$ cat config.mk
export PLATFORM = sky130hd
export DESIGN_NAME = mem_stage
export DESIGN_NICKNAME = d
export VERILOG_FILES = /design/src/rtl/mem_stage.sv
export SDC_FILE = /design/constraint.sdc
export NUM_CORES = 1
export LEC_CHECK = 0
export ABC_CLOCK_PERIOD_IN_PS = 2450
export CAP_MARGIN = 20
export CORE_MARGIN = 2
export CORE_UTILIZATION = 60
export CTS_BUF_LIST = sky130_fd_sc_hd__clkbuf_8
export DETAILED_ROUTE_END_ITERATION = 8
export DONT_BUFFER_PORTS = 1
export HOLD_SLACK_MARGIN = 0.05
export MAX_ROUTING_LAYER = met4
export PLACE_DENSITY = 0.79
export SLEW_MARGIN = 20
export SYNTH_ARGS = -nofsm -noshare
export SYNTH_HDL_FRONTEND = slang
export SYNTH_SLANG_ARGS = --single-unit
$ cat constraint.sdc
create_clock -name clk -period 2.45 [get_ports clk]
set_clock_uncertainty 0.15 [all_clocks]
set_input_delay 0.245 -clock clk [delete_from_list [all_inputs] [get_ports clk]]
set_output_delay 0.245 -clock clk [all_outputs]
set_load 0.01 [all_outputs]
$ cat src/rtl/mem_stage.sv
// Memory-access stage: issues one load/store on a split addr/data bus, aligns load data, flags address errors.
// Latency: 0 stall cycles when addr_ok and data_ok arrive with the request; +1 per cycle either is missing.
// Backpressure: mem_stall holds F/D/E/M while a transaction is owned; a request, once raised, holds until addr_ok.
module mem_stage (
  input  logic        clk,
  input  logic        rst,
  input  logic        m_memread,
  input  logic        m_memwrite,
  input  logic [1:0]  m_size,
  input  logic        m_load_sign,
  input  logic [31:0] m_addr,
  input  logic [31:0] m_wdata,
  input  logic        m_flush,
  input  logic        pipe_adv,
  output logic        data_req,
  output logic        data_wr,
  output logic [1:0]  data_size,
  output logic [31:0] data_addr,
  output logic [31:0] data_wdata,
  input  logic        data_addr_ok,
  input  logic        data_data_ok,
  input  logic [31:0] data_rdata,
  output logic [31:0] load_data,
  output logic        adel,
  output logic        ades,
  output logic [31:0] badvaddr,
  output logic        mem_stall
);

  typedef enum logic [1:0] {S_IDLE, S_REQ, S_RESP, S_DONE} state_t;

  state_t      state_q, state_d;
  logic        discard_q, discard_d;
  logic [31:0] held_q;
  logic [31:0] addr_q;
  logic [1:0]  size_q;
  logic        wr_q;
  logic [31:0] wdata_q;
  logic        sign_q;

  logic        misaligned, acc, in_idle, in_flight;
  logic        complete, drop, load_hit, both_ok;
  logic [31:0] wdata_rep, shifted, extracted;
  logic        cur_sign;

  // Alignment check, request qualification and store lane replication from the M-stage inputs.
  always_comb begin
    misaligned = ((m_size == 2'b01) && m_addr[0]) || (m_size[1] && (m_addr[1:0] != 2'b00));
    acc        = (m_memread || m_memwrite) && !misaligned && !m_flush;
    case (m_size)
      2'b00:   wdata_rep = {4{m_wdata[7:0]}};
      2'b01:   wdata_rep = {2{m_wdata[15:0]}};
      default: wdata_rep = m_wdata;
    endcase
  end

  assign adel     = m_memread && misaligned;
  assign ades     = m_memwrite && misaligned;
  assign badvaddr = m_addr;

  assign in_idle   = (state_q == S_IDLE);
  assign in_flight = (state_q == S_REQ) || (state_q == S_RESP);
  assign both_ok   = data_addr_ok && data_data_ok;

  // In IDLE the bus sees the live M inputs; once issued, the latched copy keeps it stable.
  assign data_wr    = in_idle ? m_memwrite  : wr_q;
  assign data_size  = in_idle ? m_size      : size_q;
  assign data_addr  = in_idle ? m_addr      : addr_q;
  assign data_wdata = in_idle ? wdata_rep   : wdata_q;
  assign cur_sign   = in_idle ? m_load_sign : sign_q;

  // Completion, discard and stall decode for the owned transaction.
  always_comb begin
    complete  = 1'b0;
    data_req  = 1'b0;
    mem_stall = 1'b0;
    case (state_q)
      S_IDLE: begin
        complete  = acc && both_ok;
        data_req  = acc;
        mem_stall = acc && !both_ok;
      end
      S_REQ: begin
        complete  = both_ok;
        data_req  = 1'b1;
        mem_stall = !both_ok;
      end
      S_RESP: begin
        complete  = data_data_ok;
        mem_stall = !data_data_ok;
      end
      default: ;
    endcase
    // A flush arriving on the completion cycle drops the data just like an earlier one.
    drop     = in_flight && (discard_q || m_flush);
    load_hit = complete && !data_wr && !drop;
  end

  // Load alignment: shift the addressed lane down, then extend by the access's sign flag.
  always_comb begin
    shifted = data_rdata >> {data_addr[1:0], 3'b000};
    case (data_size)
      2'b00:   extracted = {{24{cur_sign && shifted[7]}}, shifted[7:0]};
      2'b01:   extracted = {{16{cur_sign && shifted[15]}}, shifted[15:0]};
      default: extracted = shifted;
    endcase
  end

  assign load_data = load_hit ? extracted : held_q;

  // Next-state and discard-flag decode.
  always_comb begin
    state_d   = state_q;
    discard_d = 1'b0;
    case (state_q)
      S_IDLE: begin
        if (acc) begin
          if (both_ok)           state_d = pipe_adv ? S_IDLE : S_DONE;
          else if (data_addr_ok) state_d = S_RESP;
          else                   state_d = S_REQ;
        end
      end
      S_REQ: begin
        discard_d = discard_q || m_flush;
        if (both_ok) begin
          state_d   = (pipe_adv || drop) ? S_IDLE : S_DONE;
          discard_d = 1'b0;
        end else if (data_addr_ok) begin
          state_d = S_RESP;
        end
      end
      S_RESP: begin
        discard_d = discard_q || m_flush;
        if (data_data_ok) begin
          state_d   = (pipe_adv || drop) ? S_IDLE : S_DONE;
          discard_d = 1'b0;
        end
      end
      default: begin
        if (pipe_adv || m_flush) state_d = S_IDLE;
      end
    endcase
  end

  // State, discard flag, held load result and issue-time attribute latches.
  always_ff @(posedge clk) begin
    if (rst) begin
      state_q   <= S_IDLE;
      discard_q <= 1'b0;
      held_q    <= 32'h0;
      addr_q    <= 32'h0;
      size_q    <= 2'b00;
      wr_q      <= 1'b0;
      wdata_q   <= 32'h0;
      sign_q    <= 1'b0;
    end else begin
      state_q   <= state_d;
      discard_q <= discard_d;
      if (load_hit) held_q <= extracted;
      if (in_idle && acc) begin
        addr_q  <= m_addr;
        size_q  <= m_size;
        wr_q    <= m_memwrite;
        wdata_q <= wdata_rep;
        sign_q  <= m_load_sign;
      end
    end
  end

endmodule

==> impl_metrics.py, run 1 <==
metrics = {
    "cells_and_area": {
        "seqCellArea_um2": 2060,
        "mostFrequentLayoutCell": "nand2_1",
        "drive_gt1_frac": 0.286,
        "multi_input_area_um2": 3820,
        "fin_util": 0.819,
        "fillers": 521,
        "syn_to_final_growth_pct": 32.0,
        "num-nets-final": 928,
        "layout_common_cells": "144 x nand2_1, 101 x dfxtp_1, 73 x a21oi_1, 73 x dlygate4sd3_1, 55 x buf_4",
    },
    "logic_synthesis": {
        "synth_top_cell_by_area": "dfxtp_1",
        "yosysWarningCount": 0,
        "async_reset_ff_frac": 0,
        "synth_top_family_by_area": "compound AO/OA/AOI/OAI gates",
        "synth_fa_ha_area_frac": 0.00825,
        "synth_nets": 841,
        "postSynthRegisterBits": 103,
        "synth-compound-area-share": 0.206,
        "synth_edf_count": 0,
        "ys_seq_area_frac": 0.340,
        "synthDistinctLibCells": 47,
        "synth_area_um2": 6060,
        "synthCells": 730,
        "syn_avg_cell_area_um2": 8.31,
        "synth-xor-area-share": 0,
        "synthFlopType": "dfxtp_1",
        "synth.top_cell.area_share": 0.340,
        "yosys.area_share.simple": 0.159,
        "synth_area_leaders": "dfxtp_1 34%, mux2_2 11%, nand2_1 9.2%",
        "synth.mux.area_fraction": 0.197,
    },
    "die": {
        "start_util": 0.620,
        "fp.coreArea_um2": 9770,
        "die_y_um": 105,
        "dieArea_um2": 10900,
        "rows": 36,
        "die_w_um": 105,
        "io_pins": 242,
    },
    "timing": {
        "hold_violations": 0,
        "rsz0062_at_grt": "yes",
        "tns_ns": -21.51,
        "worst_pin_slew_ns": 0.606,
        "max_freq_ghz": 0.324,
        "period_needed_ns": 3.08,
        "max_slew_margin": 0.596,
        "report.final.slew_viol_count": 0,
        "fin_ws_ns": -0.633,
        "setup_viol": 63,
        "post-route-period-util": 1.26,
    },
    "run": {
        "max_cap_violations": 0,
    },
    "worst_setup_path": {
        "crit_type": "flop to primary output",
        "cp_top_family": "buffers and inverters",
        "critical_path_arrival_ns": 2.69,
        "max_stage_delay_ns": 0.35,
        "cp_cell_sequence": "inv_2, ha_4, buf_4, mux2i_4, inv_2, mux2i_2, o22ai_2, a22oi_4, buf_12, a31oi_1, buf_4",
        "end_kind": "primary output",
        "slowest_stage": "dfxtp_2",
        "crit_buf_inv": 5,
        "crit_required_ns": 2.06,
        "cp-start-kind": "flop",
        "worstPathMaxFanout": 12,
    },
    "grt": {
        "grt_pass1_vias": 5980,
        "grt_pass1_wl_um": 31800,
        "grt_max_degree": 101,
        "grt.overflow.total": 0,
        "antenna_found_initial": 1,
        "globalRouteTotalUtil": 0.372,
    },
    "clock_network": {
        "tritoncts": "built",
        "clock_latency_ns": 0.37,
        "cts_buffers": 9,
        "cts.reportedPaths.clkPinSlew_ns": 0.10,
        "htreeDepth": 3,
        "numClockSinks": 103,
        "cts_buffer_depth": 2,
        "cts.root.buffer_cell": "clkbuf_8",
    },
    "routing": {
        "firstDrtPassIters": 5,
        "vias": 6411,
        "postRouteAntennaNets": 0,
        "drt_iter0_drc": 742,
        "routed_wl_um": 23000,
        "route.detailed.drc": 0,
        "viasPerCell": 6.71,
        "wl_per_cell_um": 24.1,
    },
    "worst_hold_path": {
        "min_path_type": "primary input to flop",
    },
    "outcome": {
        "violations": "setup timing",
        "outcome": "complete, but fails checks",
    },
    "power": {
        "power_w": 0.00820,
        "leakage_nw": 3.11,
        "power.density_nw_per_um2": 1020,
        "irDropWorstVdd_mv": 0.585,
    },
    "place": {
        "port_buffers": 0,
        "routabilityCongestion": 0.903,
        "dp_slack_ns": -0.0321,
        "dp_hpwl_um": 11400,
    },
}
-- cell usage after synthesis, types with 2 or more instances --
cell       number
nand2b_1        3
nor2_1         65
mux2i_4         2
buf_4          34
ha_1            4
or3_1           2
mux2i_1        49
a211oi_2        8
and2_1          2
a32oi_1         2
o21ai_0        12
a311oi_1       16
a21o_1          8
inv_2           2
o211ai_1        2
buf_2           5
mux2_2         57
nor2b_1         9
inv_1           7
buf_6           7
a21oi_1        81
a31oi_1        18
a211oi_1       16
buf_1           5
nand2_1       148
clkbuf_1       37
dfxtp_1       103
o2bb2ai_1       7
-- routing by layer --
metal | vias to the layer above | GRT usage | routed length (um)
met5 | - | - | 0
met3 | 167 | 0.0965 | 2600
met1 | 2981 | 0.420 | 7790
met2 | 574 | 0.611 | 11000
met4 | 0 | 0.183 | 1620
li1 | 2689 | - | -
-- cells by family (layout without fill, tap and decap cells) --
| family | Yosys count | in the layout |
|---|---|---|
| adders and majority gates | 4 | 4 |
| AOI/OAI and AO/OA | 180 | 180 |
| buffers and inverters | 97 | 189 |
| DFF | 103 | 103 |
| other | 0 | 1 |
| and+or+nand+nor | 237 | 237 |
| muxes | 109 | 109 |
-- state kept, by name, indices dropped and copies added, names as in the netlist --
signal     count
sign_q         1
wr_q           1
wdata_q       32
state_q        2
discard_q      1
addr_q        32
size_q         2
held_q        32
-- through the flow --
step | std cells | hold slack [ns] | area, um^2
floorplan | 730 | 0.231 | 6140
global placement | 824 | 0.173 | 6230
detailed placement | 824 | 0.175 | 6230
CTS | 940 | 0.0505 | 7620
global route | 956 | 0.0578 | 8000
finish | 956 | 0.0482 | 8000
-- power breakdown --
group | internal (W) | switching, W | total, W
clock | 0.000395 | 0.000601 | 0.000996
combinational | 0.00224 | 0.00294 | 0.00518
sequential | 0.00189 | 0.000125 | 0.00202
-- path summary, 6_finish.rpt --
| kind | start | end | slack (ns) | cells after the start |
|---|---|---|---|---|
| max | state_q[1] | load_data[26] | -0.63 | 11 |
| min | m_size[1] | wdata_q[23] | 0.05 | 2 |
| max reg2reg | state_q[1] | held_q[14] | -0.26 | 14 |
| min reg2reg | wdata_q[5] | wdata_q[5] | 0.31 | 2 |
-- final cells by class --
class                           instances  share of cell area
Tap cell                              133              0.0208
Multi-Input combinational cell        530               0.477
Clock inverter                          6             0.00469
Inverter                                9             0.00422
Timing Repair Buffer                  164               0.217
Sequential cell                       103               0.258
Antenna cell                            1            0.000313
Clock buffer                           10              0.0172
-- what timing repair did --
item | 4_1_cts | 5_1_grt
endpoints found under the setup margin | 42 | 105
hold buffers | 73 | 1
hold endpoints to repair | 103 | 1
pin swaps | 1 | 17
gates cloned | 4 | 1
gates resized for setup | 42 | 59
setup buffers | 23 | 16
Power figures use the tool's default switching activity.
==> run 2, diff against run 1 <==
--- a/config.mk
+++ b/config.mk
@@ -5,8 +5,8 @@
 export SDC_FILE = /design/constraint.sdc
 export NUM_CORES = 1
 export LEC_CHECK = 0
-export ABC_CLOCK_PERIOD_IN_PS = 2450
-export CAP_MARGIN = 20
+export ABC_CLOCK_PERIOD_IN_PS = 3440
+export CAP_MARGIN = 40
 export CORE_MARGIN = 2
 export CORE_UTILIZATION = 60
 export CTS_BUF_LIST = sky130_fd_sc_hd__clkbuf_8
@@ -14,7 +14,7 @@
 export DONT_BUFFER_PORTS = 1
 export HOLD_SLACK_MARGIN = 0.05
 export MAX_ROUTING_LAYER = met4
-export PLACE_DENSITY = 0.79
+export PLACE_DENSITY = 0.76
 export SLEW_MARGIN = 20
 export SYNTH_ARGS = -nofsm -noshare
 export SYNTH_HDL_FRONTEND = slang
==> constraint.sdc (replaced) <==
create_clock -name clk -period 3.44 [get_ports clk]
set_clock_uncertainty 0.15 [all_clocks]
set_input_delay 0.688 -clock clk [delete_from_list [all_inputs] [get_ports clk]]
set_output_delay 0.688 -clock clk [all_outputs]
set_load 0.01 [all_outputs]
==> impl_metrics.py, run 2 (same netlist as run 1, synthesis figures left out) <==
metrics = {
    "die": {
        "die_y_um": 105,
        "die_w_um": 105,
        "fp.coreArea_um2": 9770,
        "io_pins": 242,
        "start_util": 0.620,
        "rows": 36,
        "dieArea_um2": 10900,
    },
    "cells_and_area": {
        "num-nets-final": 789,
        "n_antenna_cell": 0,
        "drive_gt1_frac": 0.198,
        "layout_common_cells": "148 x nand2_1, 101 x dfxtp_1, 78 x a21oi_1",
        "syn_to_final_growth_pct": 3.32,
        "mostFrequentLayoutCell": "nand2_1",
        "final_cells": 816,
        "fin_util": 0.641,
        "top_regs": "addr_q (32), held_q (32), wdata_q (32)",
    },
    "place": {
        "routabilityCongestion": 0.943,
        "placed_cells": 792,
        "dp_hpwl_um": 10700,
        "port_buffers": 0,
    },
    "worst_setup_path": {
        "crit_type": "flop to primary output",
        "worstPathMaxFanout": 16,
        "crit_required_ns": 2.60,
        "r2r-end": "held_q[27]",
        "end_kind": "primary output",
        "reg2reg_slack_ns": 0.80,
        "reg2reg_depth": 11,
        "critical_path_arrival_ns": 2.58,
        "cp-start-kind": "flop",
        "worstReg2RegStart": "state_q[1]",
    },
    "routing": {
        "wl_per_cell_um": 19.6,
        "drt_iter0_drc": 402,
        "vias": 5169,
        "firstDrtPassIters": 7,
        "viasPerCell": 6.33,
        "route.detailed.drc": 0,
        "postRouteAntennaNets": 0,
        "routed_wl_um": 16000,
    },
    "timing": {
        "max_freq_ghz": 0.293,
        "worst_pin_slew_ns": 0.950,
        "post-route-period-util": 0.992,
        "rsz0062_at_grt": "yes",
        "tns_ns": 0,
        "hold_violations": 0,
        "max_slew_margin": 0.363,
        "report.final.slew_viol_count": 0,
        "period_needed_ns": 3.41,
        "whs_ns": 0.224,
        "setup_viol": 0,
    },
    "clock_network": {
        "cts.root.buffer_cell": "clkbuf_8",
        "cts_buffers": 9,
        "cts_buffer_depth": 2,
        "htreeDepth": 3,
        "cts.reportedPaths.clkPinSlew_ns": 0.10,
        "numClockSinks": 103,
        "clock_latency_ns": 0.37,
        "tritoncts": "built",
    },
    "grt": {
        "antenna_found_initial": 0,
        "grt_max_degree": 104,
        "grt_pass1_wl_um": 24800,
        "globalRouteTotalUtil": 0.287,
        "grt.overflow.total": 0,
        "grt_pass1_vias": 4767,
    },
    "power": {
        "power.density_nw_per_um2": 755,
        "leakage_nw": 2.35,
        "power_w": 0.00473,
        "irDropWorstVdd_mv": 0.349,
    },
    "worst_hold_path": {
        "min_path_cells": 1,
        "min_path_type": "primary input to flop",
        "hold_end": "held_q[25]",
        "hold_start": "rst",
    },
    "outcome": {
        "outcome": "completed",
    },
    "run": {
        "max_cap_violations": 0,
    },
}
## run 2: worst max-delay path by stage
stage,start,to,cells after the start
after detailed placement,state_q[0],load_data[24],8
after global placement,state_q[0],load_data[17],8
after CTS,state_q[1],load_data[23],10
final,state_q[1],load_data[23],10
after floorplan,state_q[0],load_data[16],10
after global routing,state_q[1],load_data[23],10
## run 2: layout make-up
type / count / area (um^2)
multi-input cells: 530 / 3540
fillers: 810 / 3510
flip-flops and latches: 103 / 2060
repair buffers: 25 / 295
well taps: 133 / 166
clock buffers: 9 / 124
clock inverters: 7 / 42.5
inverters: 9 / 33.8
## run 2: metrics by stage
stage	cell area, um^2	setup WS [ns]
3_5_place_dp	5890	0.209
5_1_grt	6260	-0.0781
3_3_place_gp	5890	0.295
4_1_cts	6200	0.00985
6_report	6260	0.0259
2_1_floorplan	6060	0.388
## run 2: critical path: stages (launching register included)
cell and delay, ns:
dfxtp_2 0.35, inv_2 0.08, ha_4 0.19, mux2i_4 0.26, inv_2 0.11, mux2_4 0.31, o221a_1 0.31, a22oi_4 0.19
buf_12 0.18, a31oi_1 0.08, buf_4 0.15
## run 2: repair_timing
| item | CTS | global route |
|---|---|---|
| endpoints found under the setup margin | 32 | 24 |
| pin swaps | 3 | 0 |
| hold buffers | 0 | 0 |
| resized for setup | 14 | 8 |
| buffers inserted | 4 | 1 |
| cloned | 2 | 1 |
## run 2: layer usage
| layer | vias to the layer above | track usage | routed length [um] |
|---|---|---|---|
| li1 | 2423 | - | - |
| met1 | 2455 | 0.353 | 6380 |
| met2 | 259 | 0.456 | 7820 |
| met3 | 32 | 0.0639 | 1390 |
| met4 | 0 | 0.119 | 397 |
| met5 | - | - | 0 |
## run 2: power breakdown
part / leakage (nW) / internal (W) / switching (W)
logic: 1.42 / 0.00105 / 0.00158
registers: 0.838 / 0.00135 / 0.0000727
clock network: 0.0916 / 0.000259 / 0.000426
==> run 3, diff against run 2 <==
--- a/config.mk
+++ b/config.mk
@@ -15,6 +15,7 @@
 export HOLD_SLACK_MARGIN = 0.05
 export MAX_ROUTING_LAYER = met4
 export PLACE_DENSITY = 0.76
+export SKIP_LAST_GASP = 1
 export SLEW_MARGIN = 20
 export SYNTH_ARGS = -nofsm -noshare
 export SYNTH_HDL_FRONTEND = slang
==> impl_metrics.py, run 3 (same netlist as run 1, synthesis figures left out) <==
metrics = {
    "timing": {
        "hold_violations": 0,
        "tns_ns": 0,
        "worst_pin_slew_ns": 0.968,
        "period_needed_ns": 3.41,
        "max_slew_margin": 0.352,
        "whs_ns": 0.226,
        "report.final.slew_viol_count": 0,
        "setup_viol": 0,
        "rsz0062_at_grt": "yes",
        "post-route-period-util": 0.991,
        "max_freq_ghz": 0.293,
    },
    "cells_and_area": {
        "stdcell_area_um2": 6270,
        "layout_common_cells": "148 x nand2_1, 101 x dfxtp_1, 78 x a21oi_1",
        "num-nets-final": 789,
        "mostFrequentLayoutCell": "nand2_1",
        "drive_gt1_frac": 0.198,
        "n_antenna_cell": 0,
        "syn_to_final_growth_pct": 3.40,
        "top_regs": "addr_q (32), held_q (32), wdata_q (32)",
        "fin_util": 0.641,
    },
    "grt": {
        "grt_max_degree": 104,
        "grt_pass1_vias": 4767,
        "antenna_found_initial": 0,
        "grt.overflow.total": 0,
        "globalRouteTotalUtil": 0.287,
        "grt_pass1_wl_um": 24800,
    },
    "routing": {
        "drt_iter0_drc": 432,
        "vias": 5195,
        "route.detailed.drc": 0,
        "wl_per_cell_um": 19.6,
        "firstDrtPassIters": 5,
        "viasPerCell": 6.37,
        "routed_wl_um": 16000,
        "postRouteAntennaNets": 0,
    },
    "clock_network": {
        "clock_latency_ns": 0.37,
        "numClockSinks": 103,
        "tritoncts": "built",
        "htreeDepth": 3,
        "cts_buffers": 9,
        "cts.root.buffer_cell": "clkbuf_8",
        "ctsHoldBuffers": 0,
        "cts_buffer_depth": 2,
        "cts.reportedPaths.clkPinSlew_ns": 0.10,
    },
    "power": {
        "leakage_nw": 2.35,
        "p_comb_frac": 0.555,
        "power_w": 0.00473,
        "p_sw_w": 0.00208,
        "internal-power_w": 0.00266,
        "power.density_nw_per_um2": 755,
        "seq_power_share": 0.300,
        "p_sw_frac": 0.439,
        "irDropWorstVdd_mv": 0.349,
        "clkPwrFrac": 0.145,
    },
    "die": {
        "dieArea_um2": 10900,
        "die_y_um": 105,
        "start_util": 0.620,
        "io_pins": 242,
        "die_w_um": 105,
        "fp.coreArea_um2": 9770,
        "rows": 36,
    },
    "place": {
        "dp_hpwl_um": 10700,
        "routabilityCongestion": 0.943,
        "place_area_um2": 5890,
        "port_buffers": 0,
    },
    "worst_hold_path": {
        "min_path_type": "primary input to flop",
    },
    "worst_setup_path": {
        "crit_type": "flop to primary output",
        "cp-start-kind": "flop",
        "end_kind": "primary output",
        "crit_required_ns": 2.60,
        "critical_path_arrival_ns": 2.57,
        "worstPathMaxFanout": 16,
    },
    "run": {
        "max_cap_violations": 0,
    },
    "outcome": {
        "outcome": "completed",
    },
}
run 3: changes by cell type in the layout (fill, tap and decap cells not counted), sizes merged:
cell / delta
buf: -1
bufbuf: +1
run 3: power groups by stage:
stage	Sequential, W	Clock (W)	Combinational, W
2_1_floorplan	0.00142	0	0.00210
3_3_place_gp	0.00143	0	0.00239
3_5_place_dp	0.00144	0	0.00244
4_1_cts	0.00142	0.000701	0.00256
5_1_grt	0.00144	0.000756	0.00283
6_report	0.00142	0.000684	0.00263
run 3: stage by stage:
step | setup slack (ns) | std cells
2_1_floorplan | 0.388 | 730
3_3_place_gp | 0.295 | 792
3_5_place_dp | 0.209 | 792
4_1_cts | 0.00985 | 814
5_1_grt | -0.0784 | 816
6_report | 0.0321 | 816
run 3: layout make-up:
cell class	instances	area [um^2]
clock inverter	7	42.5
multi-input combinational	530	3540
sequential	103	2060
timing repair buffer	25	300
fill	810	3500
inverter	9	33.8
tap	133	166
clock buffer	9	124
run 3: metal layers:
layer / wire length, um / up-vias / global-route usage
met3: 1320 / 35 / 0.0639
met1: 6500 / 2476 / 0.353
li1: - / 2414 / -
met5: 0 / - / -
met2: 7770 / 270 / 0.456
met4: 392 / 0 / 0.119
run 3: path summary, 6_finish.rpt:
path                            cells past startpoint  slack, ns       endpoint  startpoint
worst max register to register                     11       0.82     held_q[29]  state_q[1]
worst min-delay path                                1       0.23     held_q[25]         rst
worst max-delay path                               10       0.03  load_data[23]  state_q[1]
worst min register to register                      2       0.31     addr_q[28]  addr_q[28]
run 3: critical path: stages, from the launching register on:
cell and delay [ns]:
dfxtp_2 0.35, inv_2 0.08, ha_4 0.19, mux2i_4 0.26
inv_2 0.10, mux2_4 0.31, o221a_1 0.31, a22oi_4 0.19
buf_12 0.18, a31oi_1 0.08, buf_4 0.15
run 3: timing repair:
action	CTS	global route
setup endpoints to repair	32	24
buffers inserted	4	1
resized for setup	14	7
gates cloned	2	1
pin swaps	3	0
